==> config.mk <==
export PLATFORM = sky130hd
export DESIGN_NAME = rsa_job_sequencer_flat
export DESIGN_NICKNAME = d
export VERILOG_FILES = /design/src/rtl/rsa_job_sequencer_if.sv /design/src/rtl/rsa_job_sequencer.sv /design/src/flat_wrapper.sv
export SDC_FILE = /design/constraint.sdc
export NUM_CORES = 1
export LEC_CHECK = 0
export ABC_AREA = 1
export CORE_MARGIN = 5
export CORE_UTILIZATION = 42
export DETAILED_ROUTE_END_ITERATION = 10
export PLACE_DENSITY = 0.82
export SKIP_CTS_REPAIR_TIMING = 1
export SLEW_MARGIN = 20
export SYNTH_ARGS = -nofsm -noshare
export SYNTH_HDL_FRONTEND = slang
export SYNTH_SLANG_ARGS = --single-unit
export TNS_END_PERCENT = 30
==> constraint.sdc <==
create_clock -name ctrl_clk -period 1.5 [get_ports ctrl_clk]
set_input_delay 0.225 -clock ctrl_clk [delete_from_list [all_inputs] [get_ports ctrl_clk]]
set_output_delay 0.225 -clock ctrl_clk [all_outputs]
set_load 0.03 [all_outputs]
==> src/rtl/rsa_job_sequencer_if.sv <==
// Job, core-load and result signal bundle of the RSA job sequencer.
// The master modport is the sequencer; the slave modport is the job source, core and result consumer.
interface rsa_job_sequencer_if #(
    parameter int DATA_WIDTH = 8
);
    logic                  job_valid;
    logic                  job_ready;
    logic [DATA_WIDTH-1:0] job_m;
    logic [DATA_WIDTH-1:0] job_e;
    logic [DATA_WIDTH-1:0] job_n;
    logic                  core_load;
    logic [DATA_WIDTH-1:0] core_din;
    logic                  core_done;
    logic                  core_err;
    logic [DATA_WIDTH-1:0] core_c;
    logic                  res_valid;
    logic                  res_ready;
    logic [DATA_WIDTH-1:0] res_c;
    logic                  res_err;
    logic                  busy;

    modport master (
        input  job_valid, job_m, job_e, job_n, core_done, core_err, core_c, res_ready,
        output job_ready, core_load, core_din, res_valid, res_c, res_err, busy
    );

    modport slave (
        output job_valid, job_m, job_e, job_n, core_done, core_err, core_c, res_ready,
        input  job_ready, core_load, core_din, res_valid, res_c, res_err, busy
    );
endinterface

==> src/rtl/rsa_job_sequencer.sv <==
// Serialises one (m, e, n) job onto the RSA core load strobe and holds the captured result.
// Optional watchdog (WAIT_DONE -> HALT) is enabled by defining RSA_SEQ_TIMEOUT_EN.
module rsa_job_sequencer #(
    parameter int   DATA_WIDTH     = 8,
    parameter logic LOAD_ACTIVE    = 1'b0,
    parameter int   LOAD_PULSE     = 2,
    parameter int   GAP_CYCLES     = 1,
    parameter int   TIMEOUT_CYCLES = 1024
) (
    input  logic                  ctrl_clk,
    input  logic                  ctrl_rst,
    rsa_job_sequencer_if.master   bus,
    output logic [3:0]            o_dbg_state
);
    // Handshakes: a transfer happens on a rising edge where valid && ready are both high;
    // valid, once raised by the producer, is expected to stay high with stable data until then.

    if (LOAD_PULSE < 1 || LOAD_PULSE > 15 || GAP_CYCLES < 1 || GAP_CYCLES > 15 ||
        TIMEOUT_CYCLES < 1) begin : g_bad_param
        $error("rsa_job_sequencer: LOAD_PULSE/GAP_CYCLES/TIMEOUT_CYCLES out of range");
    end

    typedef enum logic [3:0] {
        IDLE, LD_M, GP_M, LD_E, GP_E, LD_N, GP_N, WAIT_DONE, RESULT
`ifdef RSA_SEQ_TIMEOUT_EN
        , HALT
`endif
    } state_t;

    state_t                r_state;
    state_t                w_next;
    logic [3:0]            r_cnt;
    logic [DATA_WIDTH-1:0] r_m, r_e, r_n;
    logic [DATA_WIDTH-1:0] r_res_c;
    logic                  r_res_err;
    logic                  w_ld_end, w_gp_end;
    logic                  w_load, w_job_ready, w_res_valid;
    logic [DATA_WIDTH-1:0] w_din;
    logic                  w_wd_end;

`ifdef RSA_SEQ_TIMEOUT_EN
    localparam int WD_W = $clog2(TIMEOUT_CYCLES + 1);
    logic [WD_W-1:0] r_wd;
    assign w_wd_end = (r_wd == WD_W'(TIMEOUT_CYCLES - 1));
`else
    assign w_wd_end = 1'b0;
`endif

    assign w_ld_end = (r_cnt == 4'(LOAD_PULSE - 1));
    assign w_gp_end = (r_cnt == 4'(GAP_CYCLES - 1));

    always_comb begin
        w_next = r_state;
        case (r_state)
            IDLE:      if (bus.job_valid) w_next = LD_M;
            LD_M:      if (w_ld_end) w_next = GP_M;
            GP_M:      if (w_gp_end) w_next = LD_E;
            LD_E:      if (w_ld_end) w_next = GP_E;
            GP_E:      if (w_gp_end) w_next = LD_N;
            LD_N:      if (w_ld_end) w_next = GP_N;
            GP_N:      if (w_gp_end) w_next = WAIT_DONE;
            WAIT_DONE: begin
                if (bus.core_done) w_next = RESULT;
`ifdef RSA_SEQ_TIMEOUT_EN
                else if (w_wd_end) w_next = HALT;
`endif
            end
            RESULT:    if (bus.res_ready) w_next = IDLE;
`ifdef RSA_SEQ_TIMEOUT_EN
            HALT:      w_next = HALT;
`endif
            default:   w_next = IDLE;
        endcase
    end

    // Moore output decode: operand stays on core_din through its gap phase.
    always_comb begin
        w_load      = ~LOAD_ACTIVE;
        w_din       = '0;
        w_job_ready = 1'b0;
        w_res_valid = 1'b0;
        case (r_state)
            IDLE:   w_job_ready = 1'b1;
            LD_M:   begin w_load = LOAD_ACTIVE; w_din = r_m; end
            GP_M:   w_din = r_m;
            LD_E:   begin w_load = LOAD_ACTIVE; w_din = r_e; end
            GP_E:   w_din = r_e;
            LD_N:   begin w_load = LOAD_ACTIVE; w_din = r_n; end
            GP_N:   w_din = r_n;
            RESULT: w_res_valid = 1'b1;
`ifdef RSA_SEQ_TIMEOUT_EN
            HALT:   w_res_valid = 1'b1;
`endif
            default: ;
        endcase
    end

    always_ff @(posedge ctrl_clk or posedge ctrl_rst) begin
        if (ctrl_rst) begin
            r_state   <= IDLE;
            r_cnt     <= '0;
            r_m       <= '0;
            r_e       <= '0;
            r_n       <= '0;
            r_res_c   <= '0;
            r_res_err <= 1'b0;
        end else begin
            r_state <= w_next;
            r_cnt   <= (w_next != r_state) ? 4'd0 : r_cnt + 4'd1;
            if (r_state == IDLE && bus.job_valid) begin
                r_m <= bus.job_m;
                r_e <= bus.job_e;
                r_n <= bus.job_n;
            end
            if (r_state == WAIT_DONE && bus.core_done) begin
                r_res_c   <= bus.core_c;
                r_res_err <= bus.core_err;
            end else if (r_state == WAIT_DONE && w_wd_end) begin
                r_res_c   <= '1;
                r_res_err <= 1'b1;
            end
        end
    end

`ifdef RSA_SEQ_TIMEOUT_EN
    always_ff @(posedge ctrl_clk or posedge ctrl_rst) begin
        if (ctrl_rst)
            r_wd <= '0;
        else if (r_state != WAIT_DONE)
            r_wd <= '0;
        else
            r_wd <= r_wd + 1'b1;
    end
`endif

    assign bus.job_ready = w_job_ready;
    assign bus.core_load = w_load;
    assign bus.core_din  = w_din;
    assign bus.res_valid = w_res_valid;
    assign bus.res_c     = r_res_c;
    assign bus.res_err   = r_res_err;
    assign bus.busy      = (r_state != IDLE);
    assign o_dbg_state   = r_state;
endmodule

==> src/flat_wrapper.sv <==
// flat-port wrapper written by rule: the top's interface ports become plain ports
module rsa_job_sequencer_flat 
#(
    parameter int   DATA_WIDTH     = 8,
    parameter logic LOAD_ACTIVE    = 1'b0,
    parameter int   LOAD_PULSE     = 2,
    parameter int   GAP_CYCLES     = 1,
    parameter int   TIMEOUT_CYCLES = 1024
)
  (ctrl_clk, ctrl_rst, o_dbg_state, bus_job_valid, bus_job_m, bus_job_e, bus_job_n, bus_core_done, bus_core_err, bus_core_c, bus_res_ready, bus_job_ready, bus_core_load, bus_core_din, bus_res_valid, bus_res_c, bus_res_err, bus_busy);
  rsa_job_sequencer_if #(.DATA_WIDTH(DATA_WIDTH)) bus_i ();
  input  logic ctrl_clk;
  input  logic ctrl_rst;
  output logic [3:0] o_dbg_state;
  input wire logic [$bits(bus_i.job_valid)-1:0] bus_job_valid;
  input wire logic [$bits(bus_i.job_m)-1:0] bus_job_m;
  input wire logic [$bits(bus_i.job_e)-1:0] bus_job_e;
  input wire logic [$bits(bus_i.job_n)-1:0] bus_job_n;
  input wire logic [$bits(bus_i.core_done)-1:0] bus_core_done;
  input wire logic [$bits(bus_i.core_err)-1:0] bus_core_err;
  input wire logic [$bits(bus_i.core_c)-1:0] bus_core_c;
  input wire logic [$bits(bus_i.res_ready)-1:0] bus_res_ready;
  output wire logic [$bits(bus_i.job_ready)-1:0] bus_job_ready;
  output wire logic [$bits(bus_i.core_load)-1:0] bus_core_load;
  output wire logic [$bits(bus_i.core_din)-1:0] bus_core_din;
  output wire logic [$bits(bus_i.res_valid)-1:0] bus_res_valid;
  output wire logic [$bits(bus_i.res_c)-1:0] bus_res_c;
  output wire logic [$bits(bus_i.res_err)-1:0] bus_res_err;
  output wire logic [$bits(bus_i.busy)-1:0] bus_busy;
  assign bus_i.job_valid = bus_job_valid;
  assign bus_i.job_m = bus_job_m;
  assign bus_i.job_e = bus_job_e;
  assign bus_i.job_n = bus_job_n;
  assign bus_i.core_done = bus_core_done;
  assign bus_i.core_err = bus_core_err;
  assign bus_i.core_c = bus_core_c;
  assign bus_i.res_ready = bus_res_ready;
  assign bus_job_ready = bus_i.job_ready;
  assign bus_core_load = bus_i.core_load;
  assign bus_core_din = bus_i.core_din;
  assign bus_res_valid = bus_i.res_valid;
  assign bus_res_c = bus_i.res_c;
  assign bus_res_err = bus_i.res_err;
  assign bus_busy = bus_i.busy;
  rsa_job_sequencer #(.DATA_WIDTH(DATA_WIDTH), .LOAD_ACTIVE(LOAD_ACTIVE), .LOAD_PULSE(LOAD_PULSE), .GAP_CYCLES(GAP_CYCLES), .TIMEOUT_CYCLES(TIMEOUT_CYCLES)) u_core (.ctrl_clk(ctrl_clk), .ctrl_rst(ctrl_rst), .bus(bus_i), .o_dbg_state(o_dbg_state));
endmodule
==> implementation parameters <==
Parameter                              Value

Status
  Status    finished, violations left
  Violations in the final reports    setup timing

Die
  Initial standard-cell utilization of the core    42.87%
  Chip height    78.98 um
  Cell Rows    25
  Area of the core    0.004661 sq mm
  I/O pin count    63
  Die outline width    78.98 um
  Die ar.    0.006237 sq mm

STA
  Maximum clock frequency    541.1 MHz
  Worst-case setup margin in the final layout    -0.3480 ns
  Final Cycle Share    123.2%
  Final Max Slew Viols    0
  Final worst hold slack    0.2545 ns
  Worst slew pin tran    0.3319 ns
  Setup repair after global routing missed its margin    yes
  Slew Limit Headroom    77.83%
  Final critical-path required period    1.848 ns
  Total Negative Setup Slacks    -5.828 ns
  Largest clock skew in the final design    0.008644 ns
  Final hold violation count    0
  Final setup vio count    25

Drt
  Detail-routed via count per cell    4.909
  Drt initial violations    75
  DRT Wirelength    5060 um
  Routed wire length per instance    14.46 um
  Detail Route Antenna Nets    0
  DRC viols    0
  Via count    1718
  First-pass iteration count of the detailed router    4

Worst setup path
  Kind of end point of the critical path    primary output
  Critical path data required time    1.27 ns
  Maximum net fanout on the critical path    6
  Path type of the worst setup path    flip-flop to primary output
  Data arrival time of the critical path    1.62 ns
  Crit path launch type    flip-flop

Logic synthesis
  Top post-synthesis cells by area    dfrtp_1 51%, mux2_2 9.0%, nand2_1 7.7%
  Post-synth design cell area    0.001998 sq mm
  Flops & latches, synth    41
  Proportion of synthesized chip area in sequential cells    51.35%
  Synthesized area per cell    10.35 sq um
  Number of unique standard cell types used by synthesis    26
  Post-synthesis net count    234
  Gate count of the mapped netlist    193
  Yosys top cell area share    51.35%
  Yosys warning count    0
  Cell type with the largest total area after synthesis    dfrtp_1

Pwr
  Sum of internal, switching and leakage power    0.007237 W
  Leakage power    1.738 nW
  Pwr Density    2209 mW/mm^2
  Worst vdd ir    1219 uV

Clock network
  Clock tree from TritonCTS    built
  Clock latency on the worst-skew pair    0.29 ns
  H-tree depth reported by CTS    2
  Maximum clock path buffer count    2
  Count of clock tree sinks    41
  Cell chosen for the clock root    clkbuf_8
  Clock-pin slew on the worst setup and hold paths    0.08 ns
  Number of buffers added by the clock tree synthesis step    5

Cells and area
  Share of post-route cells with drive strength above 1    43.58%
  Filler-free cell count of the finished design    350
  Commonest cells after routing, fill and taps aside    37 x clkdlybuf4s50_1, 37 x dfrtp_1, 35 x buf_4
  Nets    336
  Diode count    0
  Layout area overhead    63.93%
  Cell area after layout    0.003276 sq mm
  # fillers    349

Global routing
  GRT Overall Usage    15.71%
  Pin count of the biggest net entering global routing    42
  Wire length of the first global-routing pass    7783 um
  Initial antenna violation count    0
  Vias in the first global route    1751
  Grt total ovfl    0

Place
  IO buf count    62
  Placement Cell Area    0.002954 sq mm
  Detailed placement HPWL    3610 um
  Final GP Congestion    0.8963
  Placed Instances    334

Job
  Max-capacitance violation count    0

Min path
  Class of the worst hold path    input pin to async pin
## worst max-delay path, cell delays in order, from the launching register on
cell	delay, ns
dfrtp_2	0.44
buf_4	0.18
nand2_4	0.07
inv_2	0.04
o21ai_4	0.20
inv_4	0.09
nand2_2	0.08
nand3_2	0.06
buf_4	0.17
## sequential cells by signal, indices dropped and copies added, names as in the netlist
register and count:
u_core.r_cnt 4, u_core.r_m 8, u_core.bus.res_c 8, u_core.r_n 8, u_core.r_e 8, u_core.o_dbg_state 4
u_core.bus.res_err 1
## logic make-up (layout without fill, tap and decap cells)
kind of cell,after synthesis,in the layout,synth area share [%]
AOI/OAI and AO/OA,10,10,2.943
xor gates and xnor gates,2,2,0.8768
adders and majority gates,3,3,1.879
buffers and inverters,27,130,5.886
DFF,41,41,51.35
muxes,30,30,18.78
and+or+nand+nor,80,80,18.28
## final timing paths
path,start,to,slack [ns],cells past startpoint
min in group ctrl_clk,u_core.bus.res_c[1],u_core.bus.res_c[1],0.50,1
worst max-delay path,u_core.o_dbg_state[0],bus_core_din[0],-0.35,8
max in group asynchronous,ctrl_rst,u_core.o_dbg_state[2],1.02,3
worst min register to register,u_core.bus.res_c[1],u_core.bus.res_c[1],0.50,1
worst min-delay path,ctrl_rst,u_core.r_cnt[3],0.25,3
worst max register to register,u_core.o_dbg_state[2],u_core.r_cnt[0],-0.29,12
## cells in the mapped netlist (all sizes together)
cell type / number
a21oi: 5
buf: 3
dfrtp: 41
ha: 3
inv: 24
mux2: 30
nand2: 42
nand3: 18
nand3b: 1
nand4: 2
nor2: 16
nor3: 1
o211ai: 2
o21ai: 2
o221ai: 1
xnor2: 1
xor2: 1
## layer usage
metal  track usage (%)  vias to the layer above  wire, um
li1                  -                      830         -
met4             4.983                        0       114
met3             2.268                       11       226
met5                 0                        -         0
met1             20.76                      822      2158
met2             26.60                       55      2560
## layout make-up
cell class              instances  area (sq um)  share of cell area [%]
flip-flops and latches         41          1031                   31.47
repair buffers                 98         983.4                   30.02
multi-input cells             125         979.7                   29.91
inverters                      24         102.6                   3.132
clock buffers                   6         72.57                   2.215
well taps                      54         67.56                   2.063
clock inverters                 2         38.79                   1.184
## stage by stage
stage / util (%) / setup slack, ns
CTS: 65.77 / -0.4088
floorplan: - / -0.04928
finish: 70.28 / -0.3480
detailed placement: 63.38 / -0.09512
global placement: 63.38 / -0.06534
global route: 70.28 / -0.4256
## power breakdown
part	leakage [nW]	internal, W	switching, W
registers	0.492	0.00163	0.000319
logic	1.19	0.00211	0.00230
clock network	0.0554	0.000499	0.000377
(Power assumes the default switching activity.)
==> edit: new RTL, config.mk and constraints unchanged <==
`LOAD_ACTIVE` is set to 1'b0 in 2 places; all go to 1'b1.
--- a/src/rtl/rsa_job_sequencer.sv
+++ b/src/rtl/rsa_job_sequencer.sv
@@ -2,7 +2,7 @@
 // Optional watchdog (WAIT_DONE -> HALT) is enabled by defining RSA_SEQ_TIMEOUT_EN.
 module rsa_job_sequencer #(
     parameter int   DATA_WIDTH     = 8,
-    parameter logic LOAD_ACTIVE    = 1'b0,
+    parameter logic LOAD_ACTIVE    = 1'b1,
     parameter int   LOAD_PULSE     = 2,
     parameter int   GAP_CYCLES     = 1,
     parameter int   TIMEOUT_CYCLES = 1024
--- a/src/flat_wrapper.sv
+++ b/src/flat_wrapper.sv
@@ -2,7 +2,7 @@
 module rsa_job_sequencer_flat 
 #(
     parameter int   DATA_WIDTH     = 8,
-    parameter logic LOAD_ACTIVE    = 1'b0,
+    parameter logic LOAD_ACTIVE    = 1'b1,
     parameter int   LOAD_PULSE     = 2,
     parameter int   GAP_CYCLES     = 1,
     parameter int   TIMEOUT_CYCLES = 1024
Formal check against the unedited RTL: not equivalent (a bounded check fails within 4 cycles, from zero or initial values and one cycle with ctrl_rst high).
==> edit against the unedited design <==
The run still ends with negative setup slack left. Synthesized area fell by 0.31%. Die area down 0.28%. Wire length is 8.1% higher. Power rose by 6.0%. Sequential share of layout area fell by 0.67 points. Clock skew decreased by 4.0 ps. Worst setup slack improved by 64 ps. Cell area rose by 2.2%. Sequential cell count did not move.
==> edit: results <==
export IMPL_dr_wl_met3_um=223
export IMPL_p_comb_uw=4720
export IMPL_skew_ps=4.63
export IMPL_cp_arrival_ps=1560
export IMPL_ys_seq_area_share_pct=51.5
export IMPL_maxUsedRoutingLayer="met4"
export IMPL_wl_per_cell_um=15.8
export IMPL_grt_pass1_wl_mm=7.89
export IMPL_setup_viol=18
export IMPL_status="finished, violations left"
export IMPL_grt_pass1_vias=1757
export IMPL_ctsLongestPathBuffers=2
export IMPL_first_pass_iters=4
export IMPL_ys_flop_type="dfrtp_1"
export IMPL_via_per_inst=4.97
export IMPL_drc=0
export IMPL_yosys_top_cells_count="nand2_1, dfrtp_1, mux2_2"
export IMPL_met1_length_mm=2.17
export IMPL_gp_congestion=0.807
export IMPL_synth_area_top_cells="dfrtp_1, mux2_2, nand2_1"
export IMPL_fillCellCount=310
export IMPL_ir_drop_mv=1.18
export IMPL_met2_length_mm=2.94
export IMPL_crit_slowest_cell="dfrtp_2"
export IMPL_final_nets=333
export IMPL_fin_ws_ps=-284
export IMPL_p_int_uw=4400
export IMPL_leakage_uw=0.00179
export IMPL_synthArstFlopShare_pct=100
export IMPL_ys_warn_count=0
export IMPL_synth_cell_types=21
export IMPL_h_tree_depth=2
export IMPL_relSlewSlack_pct=77.1
export IMPL_dp_hpwl_mm=3.64
export IMPL_insertion_delay_ps=290
export IMPL_hold_ws_ps=288
export IMPL_power_uw=7670
export IMPL_met3_usage_pct=2.95
export IMPL_grt_util_met2_pct=29.5
export IMPL_syn_num_nets=233
export IMPL_critical_path_max_fanout=7
export IMPL_r2r_slack_ps=-200
export IMPL_violations="negative setup slack"
export IMPL_cp_slowest_stage_delay_ps=420
export IMPL_grt_usage_pct=16.0
export IMPL_path_delay_family="buffers and inverters"
export IMPL_cts_root_buf="clkbuf_8"
export IMPL_gr_usage_met1_pct=18.7
export IMPL_drtIter0Drc=78
export IMPL_layout_drive_gt1_share_pct=49.5
edit: final timing paths:
kind / depth (start not counted) / start / to
setup / recovery: 9 / u_core.o_dbg_state[2] / bus_core_din[7]
hold / removal: 3 / ctrl_rst / u_core.r_e[6]
setup reg to reg: 11 / u_core.o_dbg_state[0] / u_core.r_cnt[2]
hold reg to reg: 1 / u_core.bus.res_c[7] / u_core.bus.res_c[7]
max in group asynchronous: 3 / ctrl_rst / u_core.o_dbg_state[0]
min in group ctrl_clk: 1 / u_core.bus.res_c[7] / u_core.bus.res_c[7]
edit: worst register-to-register path: stages, from the launching register on:
cell and delay (ps):
dfrtp_2 450, buf_4 150, buf_4 140, inv_2 60, nand3_1 90, buf_4 150, a21oi_1 180, nor2_1 70
nand3_1 70, nand2_1 70, nand2_2 100, nor2_1 60
edit: cell type report:
| type | count | area (µm²) | share of cell area [%] |
|---|---|---|---|
| inverter | 23 | 104 | 3.10 |
| timing repair buffer | 96 | 962 | 28.7 |
| tap | 54 | 67.6 | 2.02 |
| multi-input combinational | 125 | 1070 | 31.9 |
| sequential | 41 | 1030 | 30.8 |
| clock inverter | 1 | 30.0 | 0.897 |
| clock buffer | 7 | 86.3 | 2.58 |
edit: metrics by stage:
step                      setup TNS (ps)  area [µm²]  cells  worst slack (ps)  utilization, %
after global placement              -261        2900    333             -52.0            62.3
after detailed placement            -257        2900    333             -61.4            62.3
after floorplan                     -344        2030    192             -91.0               -
after CTS                          -5210        3020    341              -386            64.8
after global routing               -5680        3350    347              -371            71.8
final                              -3430        3350    347              -284            71.8
edit: cell families after synthesis:
group / share of synthesized area, %
AO/OA/AOI/OAI: 1.76
XOR/XNOR: 0.880
adder cells (fa/ha/maj): 1.88
buffers and inverters: 6.03
flip-flops: 51.5
multiplexers: 19.8
AND/OR/NAND/NOR: 18.2
